<file path="config.mk">
export PLATFORM = sky130hd
export DESIGN_NAME = sound_seek_sequencer
export DESIGN_NICKNAME = d
export VERILOG_FILES = /design/src/rtl/sound_seek_sequencer_pkg.sv /design/src/rtl/sound_seek_sequencer_cycle_timer.sv /design/src/rtl/sound_seek_sequencer.sv
export SDC_FILE = /design/constraint.sdc
export NUM_CORES = 1
export LEC_CHECK = 0
export ABC_CLOCK_PERIOD_IN_PS = 9400
export CAP_MARGIN = 10
export CORE_AREA = 2 2 72 74
export DETAILED_ROUTE_END_ITERATION = 10
export DIE_AREA = 0 0 74 76
export PLACE_DENSITY_LB_ADDON = 0.3
export SYNTH_ARGS = -nofsm -noshare
export SYNTH_HDL_FRONTEND = slang
export SYNTH_HIERARCHICAL = 1
export SYNTH_SLANG_ARGS = --single-unit
</file>
<file path="constraint.sdc">
create_clock -name clk -period 9.4 [get_ports clk]
set_input_delay 1.88 -clock clk [delete_from_list [all_inputs] [get_ports clk]]
set_output_delay 1.88 -clock clk [all_outputs]
set_load 0.01 [all_outputs]
</file>
<file path="src/rtl/sound_seek_sequencer_pkg.sv">
// Shared definitions for the sound-seek sequencer: direction codes, FSM
// state encoding and the timer width helper.
package sound_seek_sequencer_pkg;

    localparam logic [1:0] DIR_NONE  = 2'b00;
    localparam logic [1:0] DIR_LEFT  = 2'b01;
    localparam logic [1:0] DIR_RIGHT = 2'b10;
    localparam logic [1:0] DIR_AHEAD = 2'b11;

    typedef enum logic [2:0] {
        ST_IDLE     = 3'd0,
        ST_SETTLE   = 3'd1,
        ST_MEASURE  = 3'd2,
        ST_DECIDE   = 3'd3,
        ST_ISSUE    = 3'd4,
        ST_COOLDOWN = 3'd5
    } state_e;

    // Width of a down-counter able to hold the largest of three cycle counts.
    // Counts are loaded as N-1, so $clog2(N) bits always suffice.
    function automatic int unsigned timer_width(input int unsigned a,
                                                input int unsigned b,
                                                input int unsigned c);
        int unsigned m;
        m = a;
        if (b > m) m = b;
        if (c > m) m = c;
        if (m < 2) return 1;
        return $clog2(m);
    endfunction

endpackage

</file>
<file path="src/rtl/sound_seek_sequencer_cycle_timer.sv">
// Loadable down-counter shared by the settle, window and cooldown phases.
// done_o is high while the count sits at zero; loading N-1 therefore gives a
// phase that lasts exactly N cycles including the cycle where done_o is seen.
module sound_seek_sequencer_cycle_timer #(
    parameter int unsigned WIDTH = 8
) (
    input  logic             clk,
    input  logic             reset,
    input  logic             load_i,
    input  logic [WIDTH-1:0] value_i,
    output logic             done_o
);

    logic [WIDTH-1:0] count_q;
    logic [WIDTH-1:0] count_d;

    // Next count: load wins, otherwise count down and rest at zero.
    always_comb begin
        count_d = count_q;
        if (load_i) begin
            count_d = value_i;
        end else if (count_q != '0) begin
            count_d = count_q - WIDTH'(1);
        end
    end

    // Count register.
    always_ff @(posedge clk or posedge reset) begin
        if (reset) begin
            count_q <= '0;
        end else begin
            count_q <= count_d;
        end
    end

    assign done_o = (count_q == '0);

endmodule

</file>
<file path="src/rtl/sound_seek_sequencer.sv">
// Sequencer for the FindSound mic-pair detector in sound-seeking mode.
// Enables the detector, skips its settling time, takes one filtered direction
// sample per window, majority-votes over VOTES windows and hands the winning
// heading to the drive controller, keeping the detector off while turning.
//
//   state    | meaning
//   ---------+---------------------------------------------------------
//   IDLE     | seek mode disarmed, detector off
//   SETTLE   | detector on, output ignored while it settles
//   MEASURE  | detector on, one sample on the last cycle of each window
//   DECIDE   | one cycle: evaluate the vote
//   ISSUE    | detector off, heading command offered on valid/ready
//   COOLDOWN | detector off while the robot turns
module sound_seek_sequencer
    import sound_seek_sequencer_pkg::*;
#(
    parameter int unsigned SETTLE_CYCLES   = 200_000,
    parameter int unsigned WINDOW_CYCLES   = 1_000_000,
    parameter int unsigned VOTES           = 5,
    parameter int unsigned COOLDOWN_CYCLES = 5_000_000
) (
    input  logic       clk,
    input  logic       reset,
    input  logic       start,
    output logic       find_enable,
    input  logic [1:0] direction,
    output logic       cmd_valid,
    input  logic       cmd_ready,
    output logic [1:0] cmd_dir,
    output logic [2:0] cmd_confidence,
    output logic       busy
);

    localparam int unsigned TMR_W    = timer_width(SETTLE_CYCLES, WINDOW_CYCLES, COOLDOWN_CYCLES);
    localparam logic [2:0]  MAJORITY = 3'(VOTES / 2);
    localparam logic [2:0]  LAST_WIN = 3'(VOTES - 1);

    state_e state_q, state_d;

    logic             tmr_load;
    logic [TMR_W-1:0] tmr_value;
    logic             tmr_done;

    logic [2:0] tally_l_q, tally_l_d;
    logic [2:0] tally_r_q, tally_r_d;
    logic [2:0] tally_a_q, tally_a_d;
    logic [2:0] tally_n_q, tally_n_d;
    logic [2:0] win_cnt_q, win_cnt_d;
    logic [1:0] dir_prev_q;
    logic [1:0] cmd_dir_q, cmd_dir_d;
    logic [2:0] cmd_conf_q, cmd_conf_d;

    logic [1:0] sample;
    logic       win_found;
    logic [1:0] win_dir;
    logic [2:0] win_tally;
    logic       clear;

    sound_seek_sequencer_cycle_timer #(
        .WIDTH (TMR_W)
    ) u_timer (
        .clk     (clk),
        .reset   (reset),
        .load_i  (tmr_load),
        .value_i (tmr_value),
        .done_o  (tmr_done)
    );

    // A direction only counts if it was already present the cycle before;
    // a reading that just changed is treated as no detection.
    assign sample = (direction == dir_prev_q) ? direction : DIR_NONE;

    // Winner: strictly largest L/R/A tally that is also a majority of VOTES.
    always_comb begin
        win_found = 1'b0;
        win_dir   = DIR_NONE;
        win_tally = '0;
        if ((tally_l_q > tally_r_q) && (tally_l_q > tally_a_q) && (tally_l_q > MAJORITY)) begin
            win_found = 1'b1;
            win_dir   = DIR_LEFT;
            win_tally = tally_l_q;
        end else if ((tally_r_q > tally_l_q) && (tally_r_q > tally_a_q) && (tally_r_q > MAJORITY)) begin
            win_found = 1'b1;
            win_dir   = DIR_RIGHT;
            win_tally = tally_r_q;
        end else if ((tally_a_q > tally_l_q) && (tally_a_q > tally_r_q) && (tally_a_q > MAJORITY)) begin
            win_found = 1'b1;
            win_dir   = DIR_AHEAD;
            win_tally = tally_a_q;
        end
    end

    // Next-state, timer control, tally and command updates.
    always_comb begin
        state_d    = state_q;
        tmr_load   = 1'b0;
        tmr_value  = '0;
        tally_l_d  = tally_l_q;
        tally_r_d  = tally_r_q;
        tally_a_d  = tally_a_q;
        tally_n_d  = tally_n_q;
        win_cnt_d  = win_cnt_q;
        cmd_dir_d  = cmd_dir_q;
        cmd_conf_d = cmd_conf_q;
        clear      = 1'b0;

        case (state_q)
            ST_IDLE: begin
                if (start) begin
                    clear     = 1'b1;
                    tmr_load  = 1'b1;
                    tmr_value = TMR_W'(SETTLE_CYCLES - 1);
                    state_d   = ST_SETTLE;
                end
            end
            ST_SETTLE: begin
                if (!start) begin
                    clear   = 1'b1;
                    state_d = ST_IDLE;
                end else if (tmr_done) begin
                    tmr_load  = 1'b1;
                    tmr_value = TMR_W'(WINDOW_CYCLES - 1);
                    state_d   = ST_MEASURE;
                end
            end
            ST_MEASURE: begin
                if (!start) begin
                    clear   = 1'b1;
                    state_d = ST_IDLE;
                end else if (tmr_done) begin
                    case (sample)
                        DIR_LEFT:  tally_l_d = tally_l_q + 3'd1;
                        DIR_RIGHT: tally_r_d = tally_r_q + 3'd1;
                        DIR_AHEAD: tally_a_d = tally_a_q + 3'd1;
                        default:   tally_n_d = tally_n_q + 3'd1;
                    endcase
                    if (win_cnt_q == LAST_WIN) begin
                        state_d = ST_DECIDE;
                    end else begin
                        win_cnt_d = win_cnt_q + 3'd1;
                        tmr_load  = 1'b1;
                        tmr_value = TMR_W'(WINDOW_CYCLES - 1);
                    end
                end
            end
            ST_DECIDE: begin
                if (!start) begin
                    clear   = 1'b1;
                    state_d = ST_IDLE;
                end else if (win_found) begin
                    cmd_dir_d  = win_dir;
                    cmd_conf_d = win_tally;
                    state_d    = ST_ISSUE;
                end else begin
                    clear     = 1'b1;
                    tmr_load  = 1'b1;
                    tmr_value = TMR_W'(SETTLE_CYCLES - 1);
                    state_d   = ST_SETTLE;
                end
            end
            ST_ISSUE: begin
                // start is deliberately ignored until the command is taken.
                if (cmd_ready) begin
                    if (start) begin
                        tmr_load  = 1'b1;
                        tmr_value = TMR_W'(COOLDOWN_CYCLES - 1);
                        state_d   = ST_COOLDOWN;
                    end else begin
                        clear   = 1'b1;
                        state_d = ST_IDLE;
                    end
                end
            end
            ST_COOLDOWN: begin
                if (!start) begin
                    clear   = 1'b1;
                    state_d = ST_IDLE;
                end else if (tmr_done) begin
                    clear     = 1'b1;
                    tmr_load  = 1'b1;
                    tmr_value = TMR_W'(SETTLE_CYCLES - 1);
                    state_d   = ST_SETTLE;
                end
            end
            default: begin
                clear   = 1'b1;
                state_d = ST_IDLE;
            end
        endcase

        if (clear) begin
            tally_l_d = '0;
            tally_r_d = '0;
            tally_a_d = '0;
            tally_n_d = '0;
            win_cnt_d = '0;
        end
    end

    // State, tallies, previous direction and latched command.
    always_ff @(posedge clk or posedge reset) begin
        if (reset) begin
            state_q    <= ST_IDLE;
            tally_l_q  <= '0;
            tally_r_q  <= '0;
            tally_a_q  <= '0;
            tally_n_q  <= '0;
            win_cnt_q  <= '0;
            dir_prev_q <= DIR_NONE;
            cmd_dir_q  <= DIR_NONE;
            cmd_conf_q <= '0;
        end else begin
            state_q    <= state_d;
            tally_l_q  <= tally_l_d;
            tally_r_q  <= tally_r_d;
            tally_a_q  <= tally_a_d;
            tally_n_q  <= tally_n_d;
            win_cnt_q  <= win_cnt_d;
            dir_prev_q <= direction;
            cmd_dir_q  <= cmd_dir_d;
            cmd_conf_q <= cmd_conf_d;
        end
    end

    // Outputs decode straight from the state so reset clears them at once.
    always_comb begin
        find_enable = (state_q == ST_SETTLE) || (state_q == ST_MEASURE) || (state_q == ST_DECIDE);
        cmd_valid   = (state_q == ST_ISSUE);
        busy        = (state_q != ST_IDLE);
    end

    assign cmd_dir        = cmd_dir_q;
    assign cmd_confidence = cmd_conf_q;

endmodule

</file>
==> metrics.txt, run 1 <==
status complete, no violations; fin crit share 46.5%; met2 track demand over resource 35.7%; sequential share of the synthesized area 35.9%; met3 usage under 10%; # IOs 14; Hold Path Class reg -> reg; Yosys Warn Count 6; Clock Power Share between 20% and 30%; layout cells sized above 1 10.4%; register bit count reported by yosys between 40 and 50; Gate power share 30.4%; commonest non-fill, non-tap cell in the layout dfrtp_1; Startpoint Class flip-flop; RSZ-0062 raised after global routing false; Critical Path AT 4550 ps; fin area between 3000 and 4000 µm²; die height 76 µm; Main synth FF type dfrtp_1; DR vias between 2000 and 3000; most frequent cells in the layout dfrtp_1 (45), nand2_1 (43), nor2_1 (22), inv_1 (21), o21ai_0 (21); synth unique cells 67; critical path class reg -> reg; Worst-Margin Slew about 920 ps; Starting Density between 60 and 70%; Psw around 0.00023 W; setup TNS 0 ps; initial antenna violation count 0; Port-buffer cells 13; sequential share of power ~45%; # diodes 0; CP Capture Type flip-flop; DP Wirelength 4630 µm; Clock Latency Late Sink around 300 ps; Cell Pwr Density approximately 180 nW/µm²; met1 Usage GRT 38.4%; post-CTS setup buffer count 0; Core Box Area 4910 µm²; max-cap viol count 0; die area around 5600 µm²; async set or reset register ratio after synthesis 100%; final hold viol count 0; Final Util a little over two thirds; grt peak-use layer met1; final setup violation count 0; Final ANT Viol Nets 0; CTS Sinks 45; H-tree levels 2; total global routing overflow 0; Critical Path RT around 9600 ps; Max-Slew Margin vs Limit between 30% and 40%; Power Internal slightly below 0.0004 W; total wire length 6430 µm; TritonCTS clock tree done; buffer type at the clock tree root clkbuf_8; crit path time final about 4400 ps; Max Root-Sink Buffers 2; Final Max Tran Viols 0; synthesized area per cell 9.27 µm²; first-pass GRT wire length between 10000 and 15000 µm; crit path max fanout 33; vias in the first global route about 2300; Lkg Pwr between 1.5 and 2 nW; First-pass DRT Iterations 5; Num CTS Buffers 5; Die Width roughly 74 µm; Net count, final 378; Switching Fraction a little under two fifths; cts hold-fix bufs 0; Fmax 229 MHz; Initial DRC Count approximately 230; clock transition at the registers of the reported paths about 90 ps; placement row count 26; Global Route Usage Sum about a quarter; largest net degree at the start of global routing 34; routability cong. ~0.90; Post-DP Area 3300 µm²; Avg WL per Cell approximately 15 µm; Mapped Cells ~340; Finished Layout Cells between 400 and 500; Clock Skews 6.60 ps; number of flops mapped to enable cells by yosys 0; Area Overhead vs Synth 9.34%; DR vias/cell a little over 6; Mapped Area ~3100 µm²; DRC 0; worst vdd ir 81.5 µV; placed insts between 400 and 500; CTS resizes 0
power groups by stage:
stage,combinational [W],sequential (W),clock (W)
finish,0.000191,0.000281,0.000156
detailed placement,0.000185,0.000284,0
floorplan,0.000156,0.000272,0
CTS,0.000187,0.000280,0.000159
global placement,0.000184,0.000281,0
global route,0.000214,0.000287,0.000167
state kept, by name, summed over array words and instances, names as in the netlist:
register	cells
u_timer/count_q	23
cmd_confidence	3
state_q	3
tally_a_q	3
tally_l_q	3
tally_r_q	3
win_cnt_q	3
cmd_dir	2
dir_prev_q	2
layer usage:
layer | up-vias | wire length [µm]
li1 | 1250 | -
met1 | 1263 | 3130
met2 | 63 | 2960
met3 | 5 | 292
met4 | 0 | 42
met5 | - | 0
cell families after synthesis:
family	synth area share, %
flops	35.9
simple gates	25.0
compound gates	18.8
other cells	0.120
fa+ha+maj	7.19
buf+inv	5.23
xor+xnor	5.59
mux	2.12
area by class of cell:
| class | instances | area (µm²) |
|---|---|---|
| Clock buffer | 6 | 82.6 |
| Clock inverter | 2 | 37.5 |
| Fill cell | 367 | 1490 |
| Inverter | 21 | 78.8 |
| Multi-Input combinational cell | 265 | 1870 |
| Sequential cell | 45 | 1130 |
| Tap cell | 70 | 87.6 |
| Timing Repair Buffer | 16 | 148 |
cell usage after synthesis (2+ instances only):
cell type | n | area share (%)
nor2b_1 | 3 | 0.60
and2_1 | 3 | 0.60
nor4_4 | 3 | 2.0
a21oi_1 | 5 | 0.80
inv_1 | 21 | 2.5
nor3_1 | 11 | 1.8
and4_1 | 3 | 0.84
nand4b_1 | 2 | 0.56
nand4_1 | 8 | 1.6
nand2_1 | 43 | 5.1
a31oi_1 | 2 | 0.40
nor2_1 | 22 | 2.6
a211oi_1 | 3 | 0.72
o21ai_0 | 21 | 3.4
o41a_1 | 2 | 0.72
o41ai_1 | 2 | 0.56
o211a_1 | 3 | 0.96
a22oi_1 | 4 | 0.96
o31ai_1 | 10 | 2.4
and3_1 | 4 | 0.80
mux2_4 | 3 | 1.4
o221ai_1 | 2 | 0.56
nand3b_1 | 2 | 0.48
buf_2 | 2 | 0.32
ha_1 | 18 | 7.2
nand2b_1 | 4 | 0.80
o21ai_2 | 2 | 0.56
xnor2_1 | 9 | 2.5
dfrtp_1 | 45 | 36
a21oi_2 | 2 | 0.56
or3_1 | 4 | 0.80
buf_6 | 4 | 1.4
xor2_1 | 11 | 3.1
clkbuf_1 | 6 | 0.72
o31a_1 | 3 | 0.84
nand3_1 | 14 | 2.2
a221o_1 | 2 | 0.64
worst max-delay path, cell delays in order, from the launching register on:
cell and delay, ps:
dfrtp_1 440, inv_1 100, ha_1 190, nor3b_4 400, nand3_2 290, nor3_1 700, nor2_1 110, a211oi_1 330
o211a_1 790, inv_1 250, o21ai_0 210, buf_2 280, o21ai_0 130
path summary, 6_finish.rpt:
check                                        start  slack (ps)                  end  cells past startpoint
worst max-delay path            u_timer/count_q[0]        5030  u_timer/count_q[15]                     12
worst min-delay path             cmd_confidence[2]         520    cmd_confidence[2]                      1
worst max register to register  u_timer/count_q[0]        5030  u_timer/count_q[15]                     12
worst min register to register   cmd_confidence[2]         520    cmd_confidence[2]                      1
max in group asynchronous                    reset        6730   u_timer/count_q[8]                      2
min in group asynchronous                    reset        2080    cmd_confidence[0]                      2
stage by stage:
stage	setup slack [ps]	total power, W	hold WS [ps]
finish	5030	0.000628	516
CTS	4880	0.000627	523
detailed placement	4590	0.000469	502
floorplan	6090	0.000428	504
global placement	4770	0.000466	498
global route	4530	0.000669	544
No activity file was read; power rests on OpenSTA's default activity.
==> run 2, diff against run 1 <==
- ABC_CLOCK_PERIOD_IN_PS: 9400 -> 4400
- CORE_AREA: 2 2 72 74 -> 2 2 75 77
- DIE_AREA: 0 0 74 76 -> 0 0 77 79
- clock period: 9.4 -> 4.4 ns (I/O delays scaled with it)
==> run 2 against run 1 <==
  * Core utilization down 5.6 points
  * Routed wire length up 3.0%
  * Maximum frequency up 20%
  * Die area up 8.2%
  * Critical endpoint is now u_timer/count_q[16]
  * Largest cell class unchanged
  * Largest power group unchanged
  * Highest routed layer unchanged
==> metrics.txt, run 2 (same netlist as run 1, synthesis figures left out) <==
status complete, no violations; First-pass DRT Iterations 5 (unchanged); final setup violation count 0 (unchanged); die height 79 µm (+3.9%); Largest stage delay, worst path 700 ps (-90 ps); total wire length 6620 µm (+3.0%); Max Root-Sink Buffers 2 (unchanged); final hold viol count 0 (unchanged); commonest non-fill, non-tap cell in the layout dfrtp_1; TritonCTS clock tree done; Critical Path AT 3820 ps (-730 ps); Final Max Tran Viols 0 (unchanged); tightest hold margin 528 ps (+12.1 ps); Port-buffer cells 13 (unchanged); crit path time final 3630 ps (-736 ps); first-pass GRT wire length 11500 µm (+3.5%); max-cap viol count 0 (unchanged); Critical Path RT 4590 ps (-4990 ps); CTS Sinks 45 (unchanged); layout cells sized above 1 10.7% (+0.25 points); Global Route Usage Sum 23.5% (-1.2 points); Clock Skews 7.80 ps (+1.20 ps); most frequent cells in the layout dfrtp_1 (45), nand2_1 (43), nor2_1 (22), inv_1 (21), o21ai_0 (21); Fmax 275 MHz (+20%); initial antenna violation count 0 (unchanged); Clock Latency Late Sink 310 ps (about the same); CP Cell Sequence inv_1, ha_1, nor3b_4, nand3_2, nor3_1, nor2_1, a211oi_1, o211a_1, buf_4, a211oi_1, a221o_1; DP Wirelength 4790 µm (+3.4%); cts hold-fix bufs 0 (unchanged); RSZ-0062 raised after global routing false; pre-CTS worst setup slack 866 ps (-3730 ps); Final WS setup 766 ps (-4260 ps); Net count, final 379 (+0.26%); most frequent CP cell a211oi_1; Hold Path Class reg -> reg; Initial DRC Count 217 (-5.2%); # diodes 0 (unchanged); CP Buf/Inv Count 2 (-1); Fillers 483 (+32%); post-CTS setup buffer count 0 (unchanged); vias in the first global route 2462 (+5.1%); H-tree levels 2 (unchanged); clock transition at the registers of the reported paths 90 ps (about the same); Final ANT Viol Nets 0 (unchanged); Lkg Pwr 1.51 nW (+0.21%); setup TNS 0 ps (unchanged); DR vias 2565 (-0.62%); Starting Density 58.7% (-5.1 points); CP top delay family simple AND/OR/NAND/NOR gates; critical path's slowest cell nor3_1; largest net degree at the start of global routing 33 (-2.9%); routability cong. 0.892 (-0.58%); Biggest register u_timer/count_q; CP Capture Type flip-flop; # IOs 14 (unchanged); Cell Pwr Density 379 nW/µm² (+110%); Die Width 77 µm (+4.1%); Avg WL per Cell 15.5 µm (+2.3%); Core Box Area 5340 µm² (+8.7%); DRC 0 (unchanged); die area 6080 µm² (+8.2%); worst vdd ir 210 µV (+160%); Largest register FFs 23 (unchanged); Worst-Margin Slew 911 ps (-4.90 ps); critical path class reg -> reg; Area Overhead vs Synth 9.22%; Startpoint Class flip-flop; buffer type at the clock tree root clkbuf_8; DR vias/cell 5.99 (-1.3%); total global routing overflow 0 (unchanged); fin crit share 82.6% (+36 points); Num CTS Buffers 5 (unchanged); CTS resizes 0 (unchanged); crit path max fanout 32 (-3.0%); placement row count 27 (+3.8%); Max-Slew Margin vs Limit 39.2% (+0.33 points)
[run 2: cell count changes in the layout (fill, tap and decap cells not counted), sizes merged]
cell / delta
buf: +1
clkbuf: +1
clkinvlp: -1
clkinv: +1
bufinv: -1
[run 2: routing by layer]
layer / track usage [%] / vias up / part of all wire [%]
li1: - / 1259 / -
met4: 6.61 / 0 / 1.3
met1: 33.0 / 1241 / 48
met2: 37.8 / 57 / 46
met5: 0 / - / 0
met3: 3.98 / 8 / 4.6
[run 2: path summary, 6_finish.rpt]
check / to / depth (start not counted) / start / slack [ps]
worst max-delay path: u_timer/count_q[16] / 11 / u_timer/count_q[0] / 770
worst min-delay path: cmd_confidence[0] / 1 / cmd_confidence[0] / 530
worst max register to register: u_timer/count_q[16] / 11 / u_timer/count_q[0] / 770
worst min register to register: cmd_confidence[0] / 1 / cmd_confidence[0] / 530
max in group asynchronous: u_timer/count_q[8] / 2 / reset / 2730
min in group asynchronous: cmd_confidence[2] / 2 / reset / 1060
[run 2: power breakdown]
group / switching, W / internal, W
logic: 0.000236 / 0.000179
clock network: 0.000143 / 0.000142
registers: 0.000111 / 0.000487
[run 2: area by class of cell]
cell class / count / area (µm²) / area share, %
Clock inverter: 1 / 5.00 / 0.146
Timing Repair Buffer: 17 / 160 / 4.68
Clock buffer: 7 / 96.3 / 2.81
Multi-Input combinational cell: 265 / 1870 / 54.5
Inverter: 21 / 78.8 / 2.30
Sequential cell: 45 / 1130 / 32.9
Tap cell: 72 / 90.1 / 2.63
[run 2: metrics by stage]
stage                     cells  utilization, %  cell area (µm²)  total power (W)
after detailed placement    420            62.2             3320          0.00101
after floorplan             344               -             3160         0.000913
after global placement      420            62.2             3320          0.00100
after CTS                   428            64.1             3420          0.00130
after global routing        428            64.1             3420          0.00138
final                       428            64.1             3420          0.00130
[run 2: worst register-to-register path, delay by kind of cell, from the launching register on]
kind / cells / cell delay (ps)
buffers and inverters: 2 / 400
AO/OA/AOI/OAI: 4 / 960
flip-flops: 1 / 430
adder cells (fa/ha/maj): 1 / 190
AND/OR/NAND/NOR: 4 / 1530
